==> src/rtl/alu_defs.sv <==
// Shared ALU/multiplier constants: control codes, HI/LO selects and the
// multiplier FSM state encoding. The ALU control unit imports the same package.
package alu_defs;

   localparam int WIDTH = 32;

   localparam logic [5:0] CODE_MULTU     = 6'b011001;
   localparam logic [5:0] CODE_OPEN_HILO = 6'b111111;

   localparam logic [1:0] SEL_HI = 2'b01;
   localparam logic [1:0] SEL_LO = 2'b10;

   typedef enum logic [1:0] {
      S_IDLE = 2'd0,
      S_RUN  = 2'd1,
      S_DONE = 2'd2
   } state_t;

endpackage

==> src/rtl/multu_hilo_unit_if.sv <==
// Bus between the ALU control unit (master) and the multiplier (slave).
// Handshake: the master pulses or holds signal = CODE_MULTU to start; the
// slave raises busy while iterating and done once the product is ready; the
// master then issues CODE_OPEN_HILO (or issued it early during busy) to
// commit, after which hilo_valid stays high and HI/LO are readable through
// sel_hilo. dbg_state exposes the FSM state for observation.
interface multu_hilo_unit_if
   import alu_defs::*;
#(
   parameter int WIDTH = 32
);
   logic [5:0]       signal;
   logic [WIDTH-1:0] src_a;
   logic [WIDTH-1:0] src_b;
   logic [1:0]       sel_hilo;
   logic [WIDTH-1:0] hilo_out;
   logic             busy;
   logic             done;
   logic             hilo_valid;
   state_t           dbg_state;

   modport master (
      output signal, src_a, src_b, sel_hilo,
      input  hilo_out, busy, done, hilo_valid, dbg_state
   );

   modport slave (
      input  signal, src_a, src_b, sel_hilo,
      output hilo_out, busy, done, hilo_valid, dbg_state
   );
endinterface

==> src/rtl/multu_hilo_unit_hilo_reg.sv <==
// HI/LO register pair with a single 2*WIDTH write port and the sel_hilo
// read mux. Reads are combinational from the registers, so a read on the
// write edge still returns the old value.
module hilo_reg
   import alu_defs::*;
#(
   parameter int WIDTH = 32
) (
   input  logic               clk,
   input  logic               rst,
   input  logic               we_i,
   input  logic [2*WIDTH-1:0] wdata_i,
   input  logic [1:0]         sel_i,
   output logic [WIDTH-1:0]   rdata_o
);
   logic [WIDTH-1:0] hi_q;
   logic [WIDTH-1:0] lo_q;

   // HI/LO change only on reset or an explicit commit
   always_ff @(posedge clk) begin
      if (rst) begin
         hi_q <= '0;
         lo_q <= '0;
      end else if (we_i) begin
         hi_q <= wdata_i[2*WIDTH-1:WIDTH];
         lo_q <= wdata_i[WIDTH-1:0];
      end
   end

   // Read decode: unselected and 2'b11 both yield zero
   always_comb begin
      rdata_o = '0;
      case (sel_i)
         SEL_HI:  rdata_o = hi_q;
         SEL_LO:  rdata_o = lo_q;
         default: rdata_o = '0;
      endcase
   end
endmodule

==> src/rtl/multu_hilo_unit.sv <==
// Sequential unsigned shift-add multiplier feeding the HI/LO pair.
// One iteration per clock in RUN; the product is committed to HI/LO only
// when the control unit sends OpenHiLo (now or earlier during RUN).
module multu_hilo_unit
   import alu_defs::*;
#(
   parameter int WIDTH = alu_defs::WIDTH,
   parameter int ITER  = WIDTH
) (
   input logic              clk,
   input logic              rst,
   multu_hilo_unit_if.slave bus
);
   localparam int CNT_W = $clog2(ITER);
   localparam int PW    = 2 * WIDTH;

   state_t           state_q;
   logic [PW-1:0]    product_q;
   logic [PW-1:0]    mcand_q;
   logic [WIDTH-1:0] mplier_q;
   logic [CNT_W-1:0] cnt_q;
   logic             open_pending_q;
   logic             hilo_valid_q;

   logic is_multu;
   logic is_open;
   logic commit;

   assign is_multu = (bus.signal == CODE_MULTU);
   assign is_open  = (bus.signal == CODE_OPEN_HILO);
   // A pending early OpenHiLo takes priority over a new MULTU in DONE
   assign commit   = (state_q == S_DONE) && (is_open || open_pending_q);

   // Multiplier FSM and datapath
   always_ff @(posedge clk) begin
      if (rst) begin
         state_q        <= S_IDLE;
         product_q      <= '0;
         mcand_q        <= '0;
         mplier_q       <= '0;
         cnt_q          <= '0;
         open_pending_q <= 1'b0;
         hilo_valid_q   <= 1'b0;
      end else begin
         case (state_q)
            S_IDLE: begin
               if (is_multu) begin
                  mcand_q        <= {{WIDTH{1'b0}}, bus.src_a};
                  mplier_q       <= bus.src_b;
                  product_q      <= '0;
                  cnt_q          <= '0;
                  open_pending_q <= 1'b0;
                  state_q        <= S_RUN;
               end
            end
            S_RUN: begin
               if (mplier_q[0]) product_q <= product_q + mcand_q;
               mcand_q  <= mcand_q << 1;
               mplier_q <= mplier_q >> 1;
               cnt_q    <= cnt_q + 1'b1;
               // Remember an early commit request; MULTU is ignored here
               if (is_open) open_pending_q <= 1'b1;
               if (cnt_q == CNT_W'(ITER - 1)) state_q <= S_DONE;
            end
            S_DONE: begin
               if (commit) begin
                  hilo_valid_q   <= 1'b1;
                  open_pending_q <= 1'b0;
                  state_q        <= S_IDLE;
               end else if (is_multu) begin
                  // Uncommitted product is dropped; start over with new operands
                  mcand_q        <= {{WIDTH{1'b0}}, bus.src_a};
                  mplier_q       <= bus.src_b;
                  product_q      <= '0;
                  cnt_q          <= '0;
                  open_pending_q <= 1'b0;
                  state_q        <= S_RUN;
               end
            end
            default: state_q <= S_IDLE;
         endcase
      end
   end

   hilo_reg #(.WIDTH(WIDTH)) u_hilo_reg (
      .clk     (clk),
      .rst     (rst),
      .we_i    (commit),
      .wdata_i (product_q),
      .sel_i   (bus.sel_hilo),
      .rdata_o (bus.hilo_out)
   );

   assign bus.busy       = (state_q == S_RUN);
   assign bus.done       = (state_q == S_DONE);
   assign bus.hilo_valid = hilo_valid_q;
   assign bus.dbg_state  = state_q;
endmodule

==> src/flat_wrapper.sv <==
// flat-port wrapper written by rule: the top's interface ports become plain ports
module multu_hilo_unit_flat import alu_defs::*;
#(
   parameter int WIDTH = alu_defs::WIDTH,
   parameter int ITER  = WIDTH
)
  (clk, rst, bus_signal, bus_src_a, bus_src_b, bus_sel_hilo, bus_hilo_out, bus_busy, bus_done, bus_hilo_valid, bus_dbg_state);
  multu_hilo_unit_if #(.WIDTH(WIDTH)) bus_i ();
  input logic clk;
  input logic rst;
  input wire logic [$bits(bus_i.signal)-1:0] bus_signal;
  input wire logic [$bits(bus_i.src_a)-1:0] bus_src_a;
  input wire logic [$bits(bus_i.src_b)-1:0] bus_src_b;
  input wire logic [$bits(bus_i.sel_hilo)-1:0] bus_sel_hilo;
  output wire logic [$bits(bus_i.hilo_out)-1:0] bus_hilo_out;
  output wire logic [$bits(bus_i.busy)-1:0] bus_busy;
  output wire logic [$bits(bus_i.done)-1:0] bus_done;
  output wire logic [$bits(bus_i.hilo_valid)-1:0] bus_hilo_valid;
  output wire logic [$bits(bus_i.dbg_state)-1:0] bus_dbg_state;
  assign bus_i.signal = bus_signal;
  assign bus_i.src_a = bus_src_a;
  assign bus_i.src_b = bus_src_b;
  assign bus_i.sel_hilo = bus_sel_hilo;
  assign bus_hilo_out = bus_i.hilo_out;
  assign bus_busy = bus_i.busy;
  assign bus_done = bus_i.done;
  assign bus_hilo_valid = bus_i.hilo_valid;
  assign bus_dbg_state = bus_i.dbg_state;
  multu_hilo_unit #(.WIDTH(WIDTH), .ITER(ITER)) u_core (.clk(clk), .rst(rst), .bus(bus_i));
endmodule
==> config.mk <==
export PLATFORM = sky130hd
export DESIGN_NAME = multu_hilo_unit_flat
export DESIGN_NICKNAME = d
export VERILOG_FILES = /design/src/rtl/alu_defs.sv /design/src/rtl/multu_hilo_unit_if.sv /design/src/rtl/multu_hilo_unit_hilo_reg.sv /design/src/rtl/multu_hilo_unit.sv /design/src/flat_wrapper.sv
export SDC_FILE = /design/constraint.sdc
export NUM_CORES = 1
export LEC_CHECK = 0
export ABC_AREA = 1
export CAP_MARGIN = 0
export CORE_MARGIN = 8
export CORE_UTILIZATION = 50
export CTS_CLUSTER_SIZE = 16
export DETAILED_ROUTE_END_ITERATION = 10
export PLACE_DENSITY = 0.7
export SLEW_MARGIN = 25
export SYNTH_ARGS = -nofsm -noshare
export SYNTH_HDL_FRONTEND = slang
export SYNTH_SLANG_ARGS = --single-unit
==> constraint.sdc <==
create_clock -name clk -period 2.1 [get_ports clk]
set_input_delay 0.21 -clock clk [delete_from_list [all_inputs] [get_ports clk]]
set_output_delay 0.21 -clock clk [all_outputs]
set_load 0.01 [all_outputs]
## After elaboration in Yosys (flattened, before gate mapping)

Cells that the tools add are included.

- Reductions and logical operators: 8
- $add $sub $neg: 2
- Mux-type cells: 22
- Equality and inequality tests: 11

Operators by type and width:

| kind | number |
|---|---|
| $pmux W64 S3 | 2 |
| $mux W64 | 5 |
| $pmux W32 S3 | 1 |
| $add A64 B64 Y64 | 1 |
| $mux W32 | 2 |
| $pmux W32 S2 | 1 |
| $pmux W5 S3 | 1 |
| $mux W5 | 2 |
| $eq A6 B5 Y1 const B | 1 |
| $eq A6 B6 Y1 const B | 1 |
| $mux W2 | 3 |
| $ne A2 B1 Y1 const B | 3 |
| $pmux W2 S3 | 1 |
| $reduce_and A2 Y1 | 3 |
| $add A5 B1 Y5 const B | 1 |
| $eq A5 B5 Y1 const B | 1 |
| $eq A2 B1 Y1 const B | 2 |
| $eq A2 B2 Y1 const B | 2 |
| $mux W1 | 3 |
| $pmux W1 S3 | 1 |
| $reduce_and A3 Y1 | 1 |
| $reduce_bool A3 Y1 | 1 |
| $logic_not A2 Y1 | 1 |
| $ne A2 B2 Y1 const B | 1 |
| 2 further kinds | 2 |

- Register bits after elaboration: 233
- Output and inout port bits: 37

## Depth between registers and ports, before layout

Gate-level depths: netlist of the first run.

- Depth in word-level cells: 5
- Gate-level depth with buffers: 16

## Hierarchy

Synthesis of the first run repeated with hierarchy kept, for this count alone.

- Cell total of the unflattened synthesis: 2,639
- Area total of the unflattened synthesis: 15,509.9 um^2

Modules (own cells, without submodules):

| module | sequential area each (um^2) | times used | cells an instance | area an instance (um^2) |
|---|---|---|---|---|
| multu_hilo_unit | 3,383.2 | 1 | 2,125 | 12,350.6 |
| hilo_reg | 1,281.2 | 1 | 514 | 3,159.3 |

## Worst setup path before layout of the first run

No wires, ideal clock.

- Kind: flip-flop to flip-flop
- Start: register u_core.mcand_q[0]
- End: register u_core.product_q[50]
- Cell stages (with the launch flop): 16
- Setup slack: 0.146 ns
- Required time: 1.968 ns
- Data arrival time: 1.822 ns
- Setup time: 0.132 ns
- Period minus slack after synthesis: 1.954 ns
- Cell sequence: dfxtp_1 -> ha_1 -> inv_1 -> fa_1 -> inv_1 -> nand3_1 -> nor2_1 -> nand2_1 -> nand3_1 -> nand2_1 -> nand2_1 -> nand3_1 -> nand2_1 -> nand2_1 -> nand3_1 -> a21oi_1

- Cells in the longest elaborated chain, start to end: 3

RTL lines:

| element | RTL line | RTL |
|---|---|---|
| start: declaration | multu_hilo_unit.sv:19 | `logic [PW-1:0] mcand_q;` |
| start signal: assignment | multu_hilo_unit.sv:48 | `mcand_q <= {{WIDTH{1'b0}}, bus.src_a};` |
| start signal: assignment | multu_hilo_unit.sv:58 | `mcand_q <= mcand_q << 1;` |
| start signal: assignment | multu_hilo_unit.sv:72 | `mcand_q <= {{WIDTH{1'b0}}, bus.src_a};` |
| $add A64 B64 Y64 | multu_hilo_unit.sv:57 | `if (mplier_q[0]) product_q <= product_q + mcand_q;` |
| $mux W64 | multu_hilo_unit.sv:57 |  |
| $pmux W64 S3 | multu_hilo_unit.sv:45 | `case (state_q)` |
| end signal: assignment | multu_hilo_unit.sv:57 |  |
| end: declaration | multu_hilo_unit.sv:18 | `logic [PW-1:0] product_q;` |

Every way passes these cells. The select of a mux whose other input is x is not followed.
A chain may end at the register's enable or synchronous reset.

## Worst setup path after layout of the first run

- Start: register u_core.mcand_q[0]
- End: register u_core.product_q[32]

Same word-level chain as after synthesis.

==> impl_metrics.env, run 1 <==
export IMPL_worst_r2r_setup_slack_ns=-0.14
export IMPL_post_drt_via_cell_ratio=5.330
export IMPL_crit_type="flop to flop"
export IMPL_initial_core_util=0.5080
export IMPL_drcViolationCount=0
export IMPL_r2r_cells=16
export IMPL_cpMaxStageDelayCell="dfxtp_2"
export IMPL_grt_setup_unrepaired="yes"
export IMPL_grt_pass1_vias=16246
export IMPL_dp_slack_ns=-0.2456
export IMPL_synth_main_ff_cell="dfxtp_1"
export IMPL_cts_sink_count=233
export IMPL_num_rows=63
export IMPL_core_um2=29720
export IMPL_area_growth_pct=43.39
export IMPL_antenna_found_initial=0
export IMPL_finalHoldViolCount=0
export IMPL_yosysTopAreaCellShare=0.3090
export IMPL_period_share=1.065
export IMPL_synth_most_common_cell="nand2_1"
export IMPL_gp_congestion=0.9854
export IMPL_insertion_delay_ns=0.57
export IMPL_ant_nets=0
export IMPL_synth_top_area_cell="dfxtp_1"
export IMPL_crit_path_end_kind="flop"
export IMPL_fp_dieH_um=189.8
export IMPL_die_area_um2=36010
export IMPL_n_antenna_cell=0
export IMPL_synth_area_leaders="dfxtp_1, nand2_1, inv_1"
export IMPL_hold_ws_ns=0.09621
export IMPL_path_clk_slew_ns=0.06
export IMPL_crit_end="u_core.product_q[32]"
export IMPL_clock_fmax_mhz=447.3
export IMPL_critical_path_arrival_ns=2.71
export IMPL_nNetsFinal=3034
export IMPL_synth_fp_nets=2654
export IMPL_setup_viol=15
export IMPL_clock_skew_ns=0.01681
export IMPL_fin_util=0.7285
export IMPL_nFillCells=2468
export IMPL_synth_cell_types=43
export IMPL_fin_cells=3299
export IMPL_worstSetupStartpoint="u_core.mcand_q[0]"
export IMPL_crit_fanout=3
export IMPL_ios=111
export IMPL_grt_use_total=0.2918
export IMPL_maxSlewHeadroom=0.5590
export IMPL_drv_slew=0
export IMPL_power_density_nw_per_um2=469.0
export IMPL_r2r_start="u_core.mcand_q[0]"
export IMPL_async_reset_ff_frac=0
export IMPL_wirelength_mm=56.01
export IMPL_die_width_um=189.8
export IMPL_ys_ff_latch=233
export IMPL_dr_first_iter_drc_count=1511
export IMPL_hpwl_mm=41.51
export IMPL_cts_buffers=27
export IMPL_total_power_mw=10.15
export IMPL_dp_cells=3232
export IMPL_io_buffers=110
export IMPL_max_stage_delay_ns=0.36
export IMPL_vdd_drop_max_mv=0.6166
export IMPL_num_vias=17583
export IMPL_worstPathRequired_ns=2.57
export IMPL_drive_gt1_frac=0.2757
export IMPL_syn_inst=2508
export IMPL_synth_top_cells_by_count="nand2_1, inv_1, dfxtp_1"
export IMPL_overflow=0
export IMPL_reg2reg_to="u_core.product_q[32]"
export IMPL_violations="negative setup slack"
export IMPL_multi_input_area_um2=10220
export IMPL_grt_pass1_wl_mm=85.48
export IMPL_synth_area_um2=15100
export IMPL_leakage_nw=10.37
export IMPL_cts_tree="yes"
export IMPL_final_seq_area_um2=4755
export IMPL_wl_per_cell_um=16.98
export IMPL_clock_root_buffer="clkbuf_16"
export IMPL_first_pass_iters=6
export IMPL_synth_seq_area_share=0.3090
export IMPL_ctsLongestPathBuffers=3
export IMPL_synth_edff_count=0
export IMPL_layout_setup_ws_ns=-0.1359
export IMPL_path_cells="ha_4, inv_2, fa_2, inv_2, nand3_4, nand2_4, buf_4, nand2_4, nand2_4, nand2_4, buf_6, a21boi_2, nor2_1, nand2_1, nand3_1, a21oi_1"
export IMPL_avgSynthCellArea_um2=6.020
export IMPL_min_path_type="input port to flop"
export IMPL_finalCriticalPeriod_ns=2.236
export IMPL_grt_max_degree=103
export IMPL_tightest_slew_ns=0.6590
export IMPL_yosysWarnings=0
export IMPL_status="finished, violations left"
export IMPL_start_kind="flop"
export IMPL_cts_htree_levels=1
export IMPL_min_path_cells=4
export IMPL_drv_cap=0
export IMPL_worst_path_most_repeated_cell="nand2_4"
kinds of logic (layout without fill, tap and decap cells):
kind of cell,Yosys count,after routing,synth area share
AND/OR/NAND/NOR,1337,1337,0.3594
buffers and inverters,452,853,0.1223
AO/OA/AOI/OAI,406,406,0.1445
flip-flops,233,233,0.3090
adder cells (fa/ha/maj),72,72,0.06017
XOR/XNOR,8,8,0.004641
per-layer routing:
layer | up-vias | global-route usage | share of wire
li1 | 8662 | - | -
met5 | - | 0 | 0
met1 | 8169 | 0.4088 | 0.45
met3 | 127 | 0.05200 | 0.076
met2 | 625 | 0.4563 | 0.44
met4 | 0 | 0.07637 | 0.032
state kept, by name, summed over array words and instances (netlist names):
name	flops
u_core.product_q	64
u_core.u_hilo_reg.hi_q	32
u_core.cnt_q	5
u_core.mcand_q	64
u_core.u_hilo_reg.lo_q	32
u_core.bus.dbg_state	2
u_core.open_pending_q	1
u_core.bus.hilo_valid	1
u_core.mplier_q	32
report_power, final:
part | total, mW | switching, mW | internal [mW] | leakage, nW
clock network | 5.08 | 2.05 | 3.03 | 0.452
logic | 0.593 | 0.300 | 0.293 | 8.01
registers | 4.48 | 0.0312 | 4.45 | 1.91
total | 10.2 | 2.38 | 7.77 | 10.4
cells in the final DEF, fill, tap and decap left out, types with 7 or more instances in the layout:
cell             instances
nor2_4                  18
nor2_1                 182
nand2_2                104
nand2_4                 23
ha_1                    18
o21ai_0                124
dlygate4sd2_1           33
nor2_2                  40
nand3_1                108
dfxtp_1                171
nand3_4                  7
buf_12                  20
inv_1                  330
inv_2                   21
buf_6                   10
nand2_1                781
o21ai_1                 18
buf_4                  311
clkdlybuf4s50_1         75
nor3_1                   7
ha_4                    50
nand3_2                 24
clkbuf_16               27
dfxtp_2                 57
a21oi_2                 25
nand4_1                  7
nor3_2                   7
xor2_1                   7
a21oi_1                156
a31oi_1                 62
or2_2                   13
timing repair:
| item | in CTS | in global routing |
|---|---|---|
| gates resized for setup | 160 | 310 |
| buffers inserted | 8 | 11 |
| hold buffers | 0 | 0 |
| pin swaps | 29 | 69 |
| endpoints found under the setup margin | 82 | 50 |
per-stage QoR:
stage | setup TNS (ns) | cell area, µm²
after floorplan | 0 | 15100
after global placement | -5.063 | 18820
after detailed placement | -7.769 | 18820
after CTS | -0.07778 | 20350
after global routing | -3.710 | 21650
final | -1.000 | 21650
critical path: cells and delay by family (launching register included):
| family | cells | cell delay, ns |
|---|---|---|
| compound gates | 2 | 0.33 |
| simple gates | 8 | 0.64 |
| flops | 1 | 0.36 |
| fa+ha+maj | 2 | 0.49 |
| buf+inv | 4 | 0.34 |
final cells by class:
type | count | area share
clock inverters | 13 | 0.009132
inverters | 352 | 0.06115
multi-input cells | 1823 | 0.4719
clock buffers | 37 | 0.03479
well taps | 390 | 0.02254
repair buffers | 451 | 0.1808
flip-flops and latches | 233 | 0.2196
worst min path at each step:
stage | slack (ns) | to | startpoint
final | 0.1 | u_core.mcand_q[29] | rst
after global routing | 0.1 | u_core.mcand_q[19] | rst
after CTS | 0.08 | u_core.mcand_q[26] | rst
after detailed placement | 0.46 | u_core.open_pending_q | u_core.open_pending_q
after global placement | 0.45 | u_core.open_pending_q | u_core.open_pending_q
after floorplan | 0.37 | u_core.mcand_q[0] | bus_src_a[0]
(Power assumes the default switching activity.)
==> run 2: changes to the inputs <==
--- a/config.mk
+++ b/config.mk
@@ -14,3 +14,3 @@
 export PLACE_DENSITY = 0.7
-export SLEW_MARGIN = 25
+export SLEW_MARGIN = 30
 export SYNTH_ARGS = -nofsm -noshare
==> constraint.sdc (replaced) <==
create_clock -name clk -period 2.1 [get_ports clk]
set_input_delay 0.42 -clock clk [delete_from_list [all_inputs] [get_ports clk]]
set_output_delay 0.42 -clock clk [all_outputs]
set_load 0.01 [all_outputs]
==> run 2 against run 1 <==
The run still ends with negative setup slack left; combinational power is 2% higher; worst setup slack better by 0.071 ns; highest routed layer unchanged; critical path depth is 1 lower; cell count is 0.18% lower; clock power is 9.6% lower; design area is 1.6% lower; worst hold slack better by 0.26 ns; first-iteration DRC count is 6.8% lower; fmax is 3.3% higher; via count is 1.1% lower; largest cell class unchanged.
==> impl_metrics.env, run 2 (same netlist as run 1, synthesis figures left out) <==
export IMPL_crit_type="flop to flop"
export IMPL_critical_path_arrival_ns=2.58
export IMPL_ant_nets=0
export IMPL_start_kind="flop"
export IMPL_finalHoldViolCount=0
export IMPL_ios=111
export IMPL_grt_setup_unrepaired="yes"
export IMPL_layout_setup_ws_ns=-0.06510
export IMPL_finalCriticalPeriod_ns=2.165
export IMPL_overflow=0
export IMPL_drive_gt1_frac=0.2826
export IMPL_setup_viol=8
export IMPL_fp_dieH_um=189.8
export IMPL_cts_sink_count=233
export IMPL_crit_fanout=3
export IMPL_status="finished, violations left"
export IMPL_gp_congestion=0.9571
export IMPL_crit_path_end_kind="flop"
export IMPL_p_sw_frac=0.2309
export IMPL_max_stage_delay_ns=0.35
export IMPL_area_growth_pct=41.07
export IMPL_num_vias=17397
export IMPL_crit_family="simple AND/OR/NAND/NOR gates"
export IMPL_hpwl_mm=41.20
export IMPL_p_switching_mw=2.234
export IMPL_cts_tree="yes"
export IMPL_tightest_slew_ns=0.5775
export IMPL_min_path_type="input port to flop"
export IMPL_insertion_delay_ns=0.55
export IMPL_cpMaxStageDelayCell="dfxtp_2"
export IMPL_antenna_found_initial=1
export IMPL_io_buffers=110
export IMPL_die_area_um2=36010
export IMPL_grt_use_total=0.2894
export IMPL_cts_htree_levels=1
export IMPL_path_clk_slew_ns=0.06
export IMPL_core_um2=29720
export IMPL_drcViolationCount=0
export IMPL_power_frac_seq=0.463
export IMPL_initial_core_util=0.5080
export IMPL_vdd_drop_max_mv=0.5146
export IMPL_worstPathRequired_ns=2.51
export IMPL_clock_root_buffer="clkbuf_16"
export IMPL_wirelength_mm=55.08
export IMPL_clock_skew_ns=0.01001
export IMPL_ctsLongestPathBuffers=3
export IMPL_cts_buffers=26
export IMPL_nFillCells=2519
export IMPL_first_pass_iters=6
export IMPL_combPwrFrac=0.062
export IMPL_path_cells="ha_4, inv_2, fa_2, inv_2, nand3_4, nand2_4, nand3_2, nand3b_1, nand2_2, nand2_4, nand2_2, nand2_1, nand2_1, nand3_2, a21oi_2"
export IMPL_violations="negative setup slack"
export IMPL_post_drt_via_cell_ratio=5.283
export IMPL_mostFrequentLayoutCell="nand2_1"
export IMPL_fin_cells=3293
export IMPL_nNetsFinal=3031
export IMPL_maxSlewHeadroom=0.6150
export IMPL_wl_per_cell_um=16.73
export IMPL_power_share_clock=0.475
export IMPL_p_int_mw=7.439
export IMPL_dr_first_iter_drc_count=1409
export IMPL_drv_slew=0
export IMPL_die_width_um=189.8
export IMPL_grt_max_degree=103
export IMPL_grt_pass1_wl_mm=84.32
export IMPL_leakage_nw=10.22
export IMPL_hold_ws_ns=0.3516
export IMPL_num_rows=63
export IMPL_top_regs="u_core.mcand_q (64), u_core.product_q (64)"
export IMPL_power_density_nw_per_um2=454.2
export IMPL_path_buf_inv=2
export IMPL_final_cell_mix="nand2_1, inv_1, buf_4"
export IMPL_period_share=1.031
export IMPL_dp_cells=3235
export IMPL_grt_pass1_vias=16233
export IMPL_drv_cap=0
export IMPL_clock_fmax_mhz=461.9
run 2: power by group through the flow:
| stage | combinational (mW) | sequential, mW | clock (mW) |
|---|---|---|---|
| 3_3_place_gp | 0.541 | 4.57 | 0 |
| 3_5_place_dp | 0.551 | 4.57 | 0 |
| 5_1_grt | 0.658 | 4.48 | 4.84 |
| 2_1_floorplan | 0.259 | 4.57 | 0 |
| 6_report | 0.604 | 4.48 | 4.59 |
| 4_1_cts | 0.586 | 4.48 | 4.65 |
run 2: what timing repair did:
| item | CTS | global route |
|---|---|---|
| buffers inserted | 4 | 7 |
| setup endpoints to repair | 81 | 57 |
| pin swaps | 37 | 57 |
| resized for setup | 285 | 266 |
| hold buffers | 0 | 0 |
| cloned | 1 | 0 |
run 2: per-layer routing:
layer / track usage / part of all wire
met1: 0.3969 / 0.44
met4: 0.08419 / 0.034
met2: 0.4593 / 0.44
met5: 0 / 0
met3: 0.05126 / 0.079
run 2: worst paths after layout:
path,from,endpoint,slack (ns),cells past startpoint
setup / recovery,u_core.mcand_q[0],u_core.product_q[44],-0.07,15
setup reg to reg,u_core.mcand_q[0],u_core.product_q[44],-0.07,15
hold reg to reg,u_core.mplier_q[8],u_core.mplier_q[7],0.47,2
hold / removal,rst,u_core.mcand_q[11],0.35,4
run 2: worst min-delay path: cells and delay by family:
kind                   cells  cell delay (ns)
buffers and inverters      2             0.26
AOI/OAI and AO/OA          2             0.16
run 2: layout make-up:
cell class	instances	area [µm²]	area share
multi-input combinational	1823	10140	0.4762
antenna	1	2.502	0.0001175
inverter	352	1324	0.06216
timing repair buffer	449	3726	0.1750
tap	390	488.0	0.02291
clock buffer	36	738.2	0.03466
sequential	233	4768	0.2239
clock inverter	9	108.9	0.005111
run 2: stage by stage:
step	area, µm²	worst slack [ns]	util	power, mW	TNS [ns]
final	21300	-0.06510	0.7166	9.672	-0.3250
after global routing	21290	-0.1452	0.7166	9.973	-2.562
after CTS	20280	0.00001710	0.6825	9.722	0
after detailed placement	18810	-0.5036	0.6329	5.126	-43.41
after global placement	18810	-0.4472	0.6329	5.115	-31.99
after floorplan	15100	0.1461	-	4.828	0
